$ cat config.mk
export PLATFORM = sky130hd
export DESIGN_NAME = mbox_cyc_responder_flat
export DESIGN_NICKNAME = d
export VERILOG_FILES = /design/src/rtl/mbox_cyc_responder_if.sv /design/src/rtl/mbox_cyc_responder.sv /design/src/flat_wrapper.sv
export SDC_FILE = /design/constraint.sdc
export NUM_CORES = 1
export LEC_CHECK = 0
export BUFFER_PORTS_ARGS = -buffer_cell sky130_fd_sc_hd__buf_2
export CAP_MARGIN = 20
export CORE_MARGIN = 1.5
export CORE_UTILIZATION = 46
export CTS_CLUSTER_SIZE = 10
export DETAILED_ROUTE_END_ITERATION = 10
export GPL_TIMING_DRIVEN = 0
export PLACE_DENSITY = 0.77
export SLEW_MARGIN = 20
export SYNTH_ARGS = -nofsm -noshare
export SYNTH_HDL_FRONTEND = slang
export SYNTH_SLANG_ARGS = --single-unit
export TNS_END_PERCENT = 5
$ cat constraint.sdc
create_clock -name clk -period 2.5 [get_ports clk]
set_input_delay 0.125 -clock clk [delete_from_list [all_inputs] [get_ports clk]]
set_output_delay 0.125 -clock clk [all_outputs]
set_load 0.02 [all_outputs]
$ cat src/rtl/mbox_cyc_responder_if.sv
// EBOX-to-MBOX cycle bus plus the backing-memory request/ack port, bundled
// so the responder and its environment share one connection.
interface mbox_cyc_responder_if #(
    parameter int ADDR_W = 23
);
    logic              MBOX_CYC_REQ;
    logic              VMA_READ;
    logic              VMA_WRITE;
    logic              VMA_PAUSE;
    logic              LOAD_AR;
    logic              LOAD_ARX;
    logic              VMA_FETCH;
    logic [ADDR_W-1:0] VMA;
    logic [35:0]       WR_DATA;
    logic              CLR_ERR;
    logic              MBOX_RESP;
    logic [35:0]       MB;
    logic              RESP_LOAD_AR;
    logic              RESP_LOAD_ARX;
    logic              RESP_FETCH;
    logic              MBOX_BUSY;
    logic              NXM_ERR;
    logic              OVERRUN_ERR;
    logic              MEM_REQ;
    logic              MEM_WE;
    logic [ADDR_W-1:0] MEM_ADDR;
    logic [35:0]       MEM_WDATA;
    logic [35:0]       MEM_RDATA;
    logic              MEM_ACK;

    modport master (
        output MBOX_CYC_REQ, VMA_READ, VMA_WRITE, VMA_PAUSE, LOAD_AR, LOAD_ARX,
               VMA_FETCH, VMA, WR_DATA, CLR_ERR, MEM_RDATA, MEM_ACK,
        input  MBOX_RESP, MB, RESP_LOAD_AR, RESP_LOAD_ARX, RESP_FETCH, MBOX_BUSY,
               NXM_ERR, OVERRUN_ERR, MEM_REQ, MEM_WE, MEM_ADDR, MEM_WDATA
    );

    modport slave (
        input  MBOX_CYC_REQ, VMA_READ, VMA_WRITE, VMA_PAUSE, LOAD_AR, LOAD_ARX,
               VMA_FETCH, VMA, WR_DATA, CLR_ERR, MEM_RDATA, MEM_ACK,
        output MBOX_RESP, MB, RESP_LOAD_AR, RESP_LOAD_ARX, RESP_FETCH, MBOX_BUSY,
               NXM_ERR, OVERRUN_ERR, MEM_REQ, MEM_WE, MEM_ADDR, MEM_WDATA
    );
endinterface

$ cat src/rtl/mbox_cyc_responder.sv
// MBOX cycle front end: runs read, write and read-pause-write cycles against a
// request/ack backing memory, with NXM timeout and overrun detection.
module mbox_cyc_responder #(
    parameter int ADDR_W  = 23,
    parameter int TIMEOUT = 64
) (
    input logic                 clk,
    input logic                 RESET,
    mbox_cyc_responder_if.slave bus
);
    typedef enum logic [2:0] {IDLE, RD, WR, RESP, PAUSE} state_t;

    localparam logic [7:0] TO_LAST = 8'(TIMEOUT - 1);

    state_t            state_q, state_d, req_state;
    logic [7:0]        cnt_q, cnt_d;
    logic [ADDR_W-1:0] addr_q;
    logic [35:0]       wdata_q, mb_q;
    logic              tag_ar_q, tag_arx_q, tag_fetch_q;
    logic              rpw_q, nxm_q, ovr_q;
    logic              busy, in_mem, accept, pause_wr, timeout, overrun;

    assign busy   = (state_q == RD) || (state_q == WR) || (state_q == RESP);
    assign in_mem = (state_q == RD) || (state_q == WR);

    always_comb begin
        state_d   = state_q;
        cnt_d     = cnt_q;
        accept    = 1'b0;
        pause_wr  = 1'b0;
        timeout   = 1'b0;
        overrun   = bus.MBOX_CYC_REQ && busy;
        req_state = RESP;
        if (bus.VMA_READ)
            req_state = RD;
        else if (bus.VMA_WRITE)
            req_state = WR;

        case (state_q)
            IDLE: begin
                if (bus.MBOX_CYC_REQ) begin
                    accept  = 1'b1;
                    state_d = req_state;
                end
            end
            PAUSE: begin
                // A write completes the RPW to the held address; anything else
                // abandons the pause and starts a fresh cycle.
                if (bus.MBOX_CYC_REQ && bus.VMA_WRITE) begin
                    pause_wr = 1'b1;
                    state_d  = WR;
                end else if (bus.MBOX_CYC_REQ) begin
                    accept  = 1'b1;
                    state_d = req_state;
                end
            end
            RD, WR: begin
                if (bus.MEM_ACK) begin
                    state_d = RESP;
                end else if (cnt_q == TO_LAST) begin
                    timeout = 1'b1;
                    state_d = RESP;
                end
            end
            RESP:    state_d = rpw_q ? PAUSE : IDLE;
            default: state_d = IDLE;
        endcase

        if (state_d != state_q)
            cnt_d = '0;
        else if (in_mem && !bus.MEM_ACK)
            cnt_d = cnt_q + 8'd1;
    end

    always_ff @(posedge clk) begin
        if (RESET) begin
            state_q <= IDLE;
            cnt_q   <= '0;
        end else begin
            state_q <= state_d;
            cnt_q   <= cnt_d;
        end
    end

    always_ff @(posedge clk) begin
        if (RESET) begin
            addr_q      <= '0;
            wdata_q     <= '0;
            mb_q        <= '0;
            tag_ar_q    <= 1'b0;
            tag_arx_q   <= 1'b0;
            tag_fetch_q <= 1'b0;
            rpw_q       <= 1'b0;
        end else begin
            if (accept || pause_wr) begin
                tag_ar_q    <= bus.LOAD_AR;
                tag_arx_q   <= bus.LOAD_ARX;
                tag_fetch_q <= bus.VMA_FETCH;
                if (bus.VMA_WRITE)
                    wdata_q <= bus.WR_DATA;
            end
            if (accept) begin
                addr_q <= bus.VMA;
                rpw_q  <= bus.VMA_READ && bus.VMA_PAUSE;
            end
            if (pause_wr || timeout)
                rpw_q <= 1'b0;
            if (state_q == RD && bus.MEM_ACK)
                mb_q <= bus.MEM_RDATA;
            else if (state_q == RD && timeout)
                mb_q <= '0;
        end
    end

    // Sticky flags: a set event in the same cycle overrides CLR_ERR.
    always_ff @(posedge clk) begin
        if (RESET) begin
            nxm_q <= 1'b0;
            ovr_q <= 1'b0;
        end else begin
            if (timeout)
                nxm_q <= 1'b1;
            else if (bus.CLR_ERR)
                nxm_q <= 1'b0;
            if (overrun)
                ovr_q <= 1'b1;
            else if (bus.CLR_ERR)
                ovr_q <= 1'b0;
        end
    end

    assign bus.MEM_REQ       = in_mem;
    assign bus.MEM_WE        = (state_q == WR);
    assign bus.MEM_ADDR      = addr_q;
    assign bus.MEM_WDATA     = wdata_q;
    assign bus.MBOX_RESP     = (state_q == RESP);
    assign bus.MB            = mb_q;
    assign bus.RESP_LOAD_AR  = (state_q == RESP) && tag_ar_q;
    assign bus.RESP_LOAD_ARX = (state_q == RESP) && tag_arx_q;
    assign bus.RESP_FETCH    = (state_q == RESP) && tag_fetch_q;
    assign bus.MBOX_BUSY     = busy;
    assign bus.NXM_ERR       = nxm_q;
    assign bus.OVERRUN_ERR   = ovr_q;
endmodule

$ cat src/flat_wrapper.sv
// flat-port wrapper written by rule: the top's interface ports become plain ports
module mbox_cyc_responder_flat 
#(
    parameter int ADDR_W  = 23,
    parameter int TIMEOUT = 64
)
  (clk, RESET, bus_MBOX_CYC_REQ, bus_VMA_READ, bus_VMA_WRITE, bus_VMA_PAUSE, bus_LOAD_AR, bus_LOAD_ARX, bus_VMA_FETCH, bus_VMA, bus_WR_DATA, bus_CLR_ERR, bus_MEM_RDATA, bus_MEM_ACK, bus_MBOX_RESP, bus_MB, bus_RESP_LOAD_AR, bus_RESP_LOAD_ARX, bus_RESP_FETCH, bus_MBOX_BUSY, bus_NXM_ERR, bus_OVERRUN_ERR, bus_MEM_REQ, bus_MEM_WE, bus_MEM_ADDR, bus_MEM_WDATA);
  mbox_cyc_responder_if #(.ADDR_W(ADDR_W)) bus_i ();
  input logic clk;
  input logic RESET;
  input wire logic [$bits(bus_i.MBOX_CYC_REQ)-1:0] bus_MBOX_CYC_REQ;
  input wire logic [$bits(bus_i.VMA_READ)-1:0] bus_VMA_READ;
  input wire logic [$bits(bus_i.VMA_WRITE)-1:0] bus_VMA_WRITE;
  input wire logic [$bits(bus_i.VMA_PAUSE)-1:0] bus_VMA_PAUSE;
  input wire logic [$bits(bus_i.LOAD_AR)-1:0] bus_LOAD_AR;
  input wire logic [$bits(bus_i.LOAD_ARX)-1:0] bus_LOAD_ARX;
  input wire logic [$bits(bus_i.VMA_FETCH)-1:0] bus_VMA_FETCH;
  input wire logic [$bits(bus_i.VMA)-1:0] bus_VMA;
  input wire logic [$bits(bus_i.WR_DATA)-1:0] bus_WR_DATA;
  input wire logic [$bits(bus_i.CLR_ERR)-1:0] bus_CLR_ERR;
  input wire logic [$bits(bus_i.MEM_RDATA)-1:0] bus_MEM_RDATA;
  input wire logic [$bits(bus_i.MEM_ACK)-1:0] bus_MEM_ACK;
  output wire logic [$bits(bus_i.MBOX_RESP)-1:0] bus_MBOX_RESP;
  output wire logic [$bits(bus_i.MB)-1:0] bus_MB;
  output wire logic [$bits(bus_i.RESP_LOAD_AR)-1:0] bus_RESP_LOAD_AR;
  output wire logic [$bits(bus_i.RESP_LOAD_ARX)-1:0] bus_RESP_LOAD_ARX;
  output wire logic [$bits(bus_i.RESP_FETCH)-1:0] bus_RESP_FETCH;
  output wire logic [$bits(bus_i.MBOX_BUSY)-1:0] bus_MBOX_BUSY;
  output wire logic [$bits(bus_i.NXM_ERR)-1:0] bus_NXM_ERR;
  output wire logic [$bits(bus_i.OVERRUN_ERR)-1:0] bus_OVERRUN_ERR;
  output wire logic [$bits(bus_i.MEM_REQ)-1:0] bus_MEM_REQ;
  output wire logic [$bits(bus_i.MEM_WE)-1:0] bus_MEM_WE;
  output wire logic [$bits(bus_i.MEM_ADDR)-1:0] bus_MEM_ADDR;
  output wire logic [$bits(bus_i.MEM_WDATA)-1:0] bus_MEM_WDATA;
  assign bus_i.MBOX_CYC_REQ = bus_MBOX_CYC_REQ;
  assign bus_i.VMA_READ = bus_VMA_READ;
  assign bus_i.VMA_WRITE = bus_VMA_WRITE;
  assign bus_i.VMA_PAUSE = bus_VMA_PAUSE;
  assign bus_i.LOAD_AR = bus_LOAD_AR;
  assign bus_i.LOAD_ARX = bus_LOAD_ARX;
  assign bus_i.VMA_FETCH = bus_VMA_FETCH;
  assign bus_i.VMA = bus_VMA;
  assign bus_i.WR_DATA = bus_WR_DATA;
  assign bus_i.CLR_ERR = bus_CLR_ERR;
  assign bus_i.MEM_RDATA = bus_MEM_RDATA;
  assign bus_i.MEM_ACK = bus_MEM_ACK;
  assign bus_MBOX_RESP = bus_i.MBOX_RESP;
  assign bus_MB = bus_i.MB;
  assign bus_RESP_LOAD_AR = bus_i.RESP_LOAD_AR;
  assign bus_RESP_LOAD_ARX = bus_i.RESP_LOAD_ARX;
  assign bus_RESP_FETCH = bus_i.RESP_FETCH;
  assign bus_MBOX_BUSY = bus_i.MBOX_BUSY;
  assign bus_NXM_ERR = bus_i.NXM_ERR;
  assign bus_OVERRUN_ERR = bus_i.OVERRUN_ERR;
  assign bus_MEM_REQ = bus_i.MEM_REQ;
  assign bus_MEM_WE = bus_i.MEM_WE;
  assign bus_MEM_ADDR = bus_i.MEM_ADDR;
  assign bus_MEM_WDATA = bus_i.MEM_WDATA;
  mbox_cyc_responder #(.ADDR_W(ADDR_W), .TIMEOUT(TIMEOUT)) u_core (.clk(clk), .RESET(RESET), .bus(bus_i));
endmodule
==> run_results.csv <==
group,metric,value,unit
route,drtIter0Drc,150,
critical_path,r2r_start,"u_core.cnt_q[0]",
floorplan,num_rows,35,
critical_path,cp-start-kind,"flop",
critical_path,endpoint_kind,"flop",
clock_network,path_clk_slew,0.12,ns
yosys,ys.flop_type,"dfxtp_1",
clock_network,clkSinkCount,112,
critical_path,cp.arrival,2.45,ns
sta,fin_worst_skew,0.0161,ns
floorplan,io_pins,210,
route,firstDrtPassIters,4,
critical_path,critPathLaunch,"u_core.cnt_q[0]",
route,routedWlPerCell,14.8,um
floorplan,die_w,99.5,um
yosys,yosysSeqAreaShare,0.523,
sta,worstMarginPinSlew,0.656,ns
yosys,synth_edf_count,0,
clock_network,cts_tree,"yes",
placement,dpl.hpwl,9370,um
yosys,ys_ff_latch,112,
sta,tns,0,ns
global_route,grt_pass1_wl,22100,um
clock_network,clk_path_buf_depth,2,
sta,finalHoldViolations,0,
power,power_density,604,mW/mm2
global_route,grt_pass1_vias,4971,
outcome,run_status,"completed",
layout,multi_input_area,0.00186,mm2
clock_network,cts_root_buf,"clkbuf_8",
critical_path,crit_fanout,10,
floorplan,die_height,99.5,um
placement,place_congestion,0.854,
sta,post-route-period-util,0.857,
sta,fin_hold_ws,0.00741,ns
clock_network,postCtsSetupBuffers,0,
yosys,async_flop_share,0,
global_route,antenna_found_initial,0,
flow_run,drv_cap,0,
sta,slew_headroom,0.562,
yosys,synth_cell_types,42,
route,ant_nets,0,
route,drcViolationCount,0,
global_route,grt_max_degree,21,
critical_path,worstSetupPathType,"flop to flop",
placement,port-buffer-count,208,
critical_path,critPathRequiredTime,2.80,ns
route,vias,4888,
yosys,avgSynthCellArea,8.15,um2
yosys,yosysWarnings,0,
floorplan,start_util,0.468,
yosys,syn-num-nets,633,
floorplan,core,0.00915,mm2
yosys,synth_cells,526,
power,vdd_drop_max,354,uV
sta,rsz0062_at_grt,"no",
layout,areaGrowthSynthToFinish,53.9,%
clock_network,h-tree-depth,3,
clock_network,ctsResizeCount,0,
worst_hold_path,min_from,"bus_WR_DATA[31]",
sta,min_period,2.14,ns
layout,nFillCells,675,
sta,finalSetupViolations,0,
route,routed_wl,14100,um
layout,nets,943,
floorplan,die-area,0.00991,mm2
route,viasPerCell,5.13,
sta,fmax,467,MHz
worst_hold_path,worstHoldPathType,"input port to flop",
global_route,grt_overflow,0,
clock_network,ctsHoldBuffers,91,
yosys,syn_area,0.00429,mm2
layout,drive_gt1_frac,0.295,
power,p_leak,0.00294,uW
layout,seq_area,0.00224,mm2
global_route,grt.total_usage,0.276,
sta,slew_violations,0,
layout,antenna_cells,0,
clock_network,clk_latency,0.37,ns
clock_network,cts_buffers,9,
[critical path, cell delays in order (launching register included)]
cell and delay [ns]:
dfxtp_1 0.35, ha_1 0.23, and4_1 0.22, a21oi_1 0.15, clkbuf_1 0.40, clkbuf_1 0.37
o21ai_0 0.16, a21oi_1 0.20
[through the flow]
stage,setup WS (ns),area (um2),utilization,total power [uW],instances
2_1_floorplan,0.749,4290,-,2440,526
6_report,0.357,6600,0.721,3990,952
3_5_place_dp,0.390,5470,0.597,2730,845
5_1_grt,0.221,6600,0.721,4160,952
3_3_place_gp,0.502,5470,0.597,2710,845
4_1_cts,0.378,6600,0.721,3990,952
[routing by layer]
| metal | share of wire | wire, um | vias to the layer above | GRT usage |
|---|---|---|---|---|
| met5 | 0 | 0 | - | 0 |
| met3 | 0.068 | 954 | 43 | 0.0569 |
| li1 | - | - | 2382 | - |
| met2 | 0.51 | 7170 | 228 | 0.513 |
| met4 | 0.029 | 410 | 0 | 0.130 |
| met1 | 0.39 | 5530 | 2235 | 0.297 |
[power by group]
part	internal, uW	total (uW)	leakage, uW	switching, uW
logic	351	881	0.00191	530
clock network	513	1170	0.000111	652
registers	1890	1940	0.000912	51.9
[cells in the final DEF (no fill, tap or decap), drive strengths merged, types with 3 or more instances in the layout]
master	synthesis	routed
inv	5	8
nand2	169	169
nand3	5	5
dfxtp	112	112
clkbuf	26	36
a221oi	3	3
a211oi	5	5
a32oi	3	3
dlygate4sd3	0	91
nor2	8	8
xor2	6	6
buf	13	221
and3	5	5
o21ai	38	38
a21oi	104	104
[flip-flops by register name (all words and copies together) (netlist names), 3 cells and up]
register	cells
u_core.state_q	3
u_core.bus.MEM_ADDR	23
u_core.cnt_q	8
u_core.bus.MEM_WDATA	36
u_core.bus.MB	36
[kinds of logic (layout without fill, tap and decap cells)]
kind of cell / count (synthesis) / count (layout) / share of synthesized area
xor gates and xnor gates: 6 / 6 / 0.0166
buffers and inverters: 44 / 359 / 0.0444
DFF: 112 / 112 / 0.523
and+or+nand+nor: 201 / 201 / 0.197
AOI/OAI and AO/OA: 162 / 162 / 0.216
adders and majority gates: 1 / 1 / 0.00292
[worst paths after layout]
kind | end | slack (ns) | cells after the start
worst max register to register | u_core.bus.MB[18] | 0.36 | 7
worst max-delay path | u_core.bus.MB[18] | 0.36 | 7
worst min register to register | u_core.bus.MEM_WDATA[26] | 0.46 | 2
worst min-delay path | u_core.bus.MEM_WDATA[31] | 0.007 | 3
[cell usage after synthesis, types with 2 or more instances]
| master | instances | share of area |
|---|---|---|
| a32oi_1 | 3 | 0.0061 |
| buf_6 | 2 | 0.0053 |
| nand2_1 | 169 | 0.15 |
| nor2b_1 | 2 | 0.0029 |
| nand3_1 | 4 | 0.0047 |
| clkbuf_1 | 26 | 0.023 |
| nor2_1 | 8 | 0.0070 |
| buf_2 | 8 | 0.0093 |
| a211oi_2 | 5 | 0.015 |
| and3_1 | 5 | 0.0073 |
| a21oi_1 | 103 | 0.12 |
| inv_1 | 5 | 0.0044 |
| o21ai_0 | 33 | 0.039 |
| o21ai_1 | 5 | 0.0058 |
| dfxtp_1 | 112 | 0.52 |
| xor2_1 | 5 | 0.010 |
| a221oi_2 | 3 | 0.011 |
| buf_1 | 3 | 0.0026 |
| and2_1 | 2 | 0.0029 |
[layout make-up]
type                       count  area share
multi-input combinational    370       0.281
sequential                   112       0.340
inverter                       5     0.00284
timing repair buffer         299       0.296
tap                          111      0.0211
buffer                        39      0.0260
clock inverter                 6      0.0123
clock buffer                  10      0.0209
No activity file was read; power rests on OpenSTA's default activity.
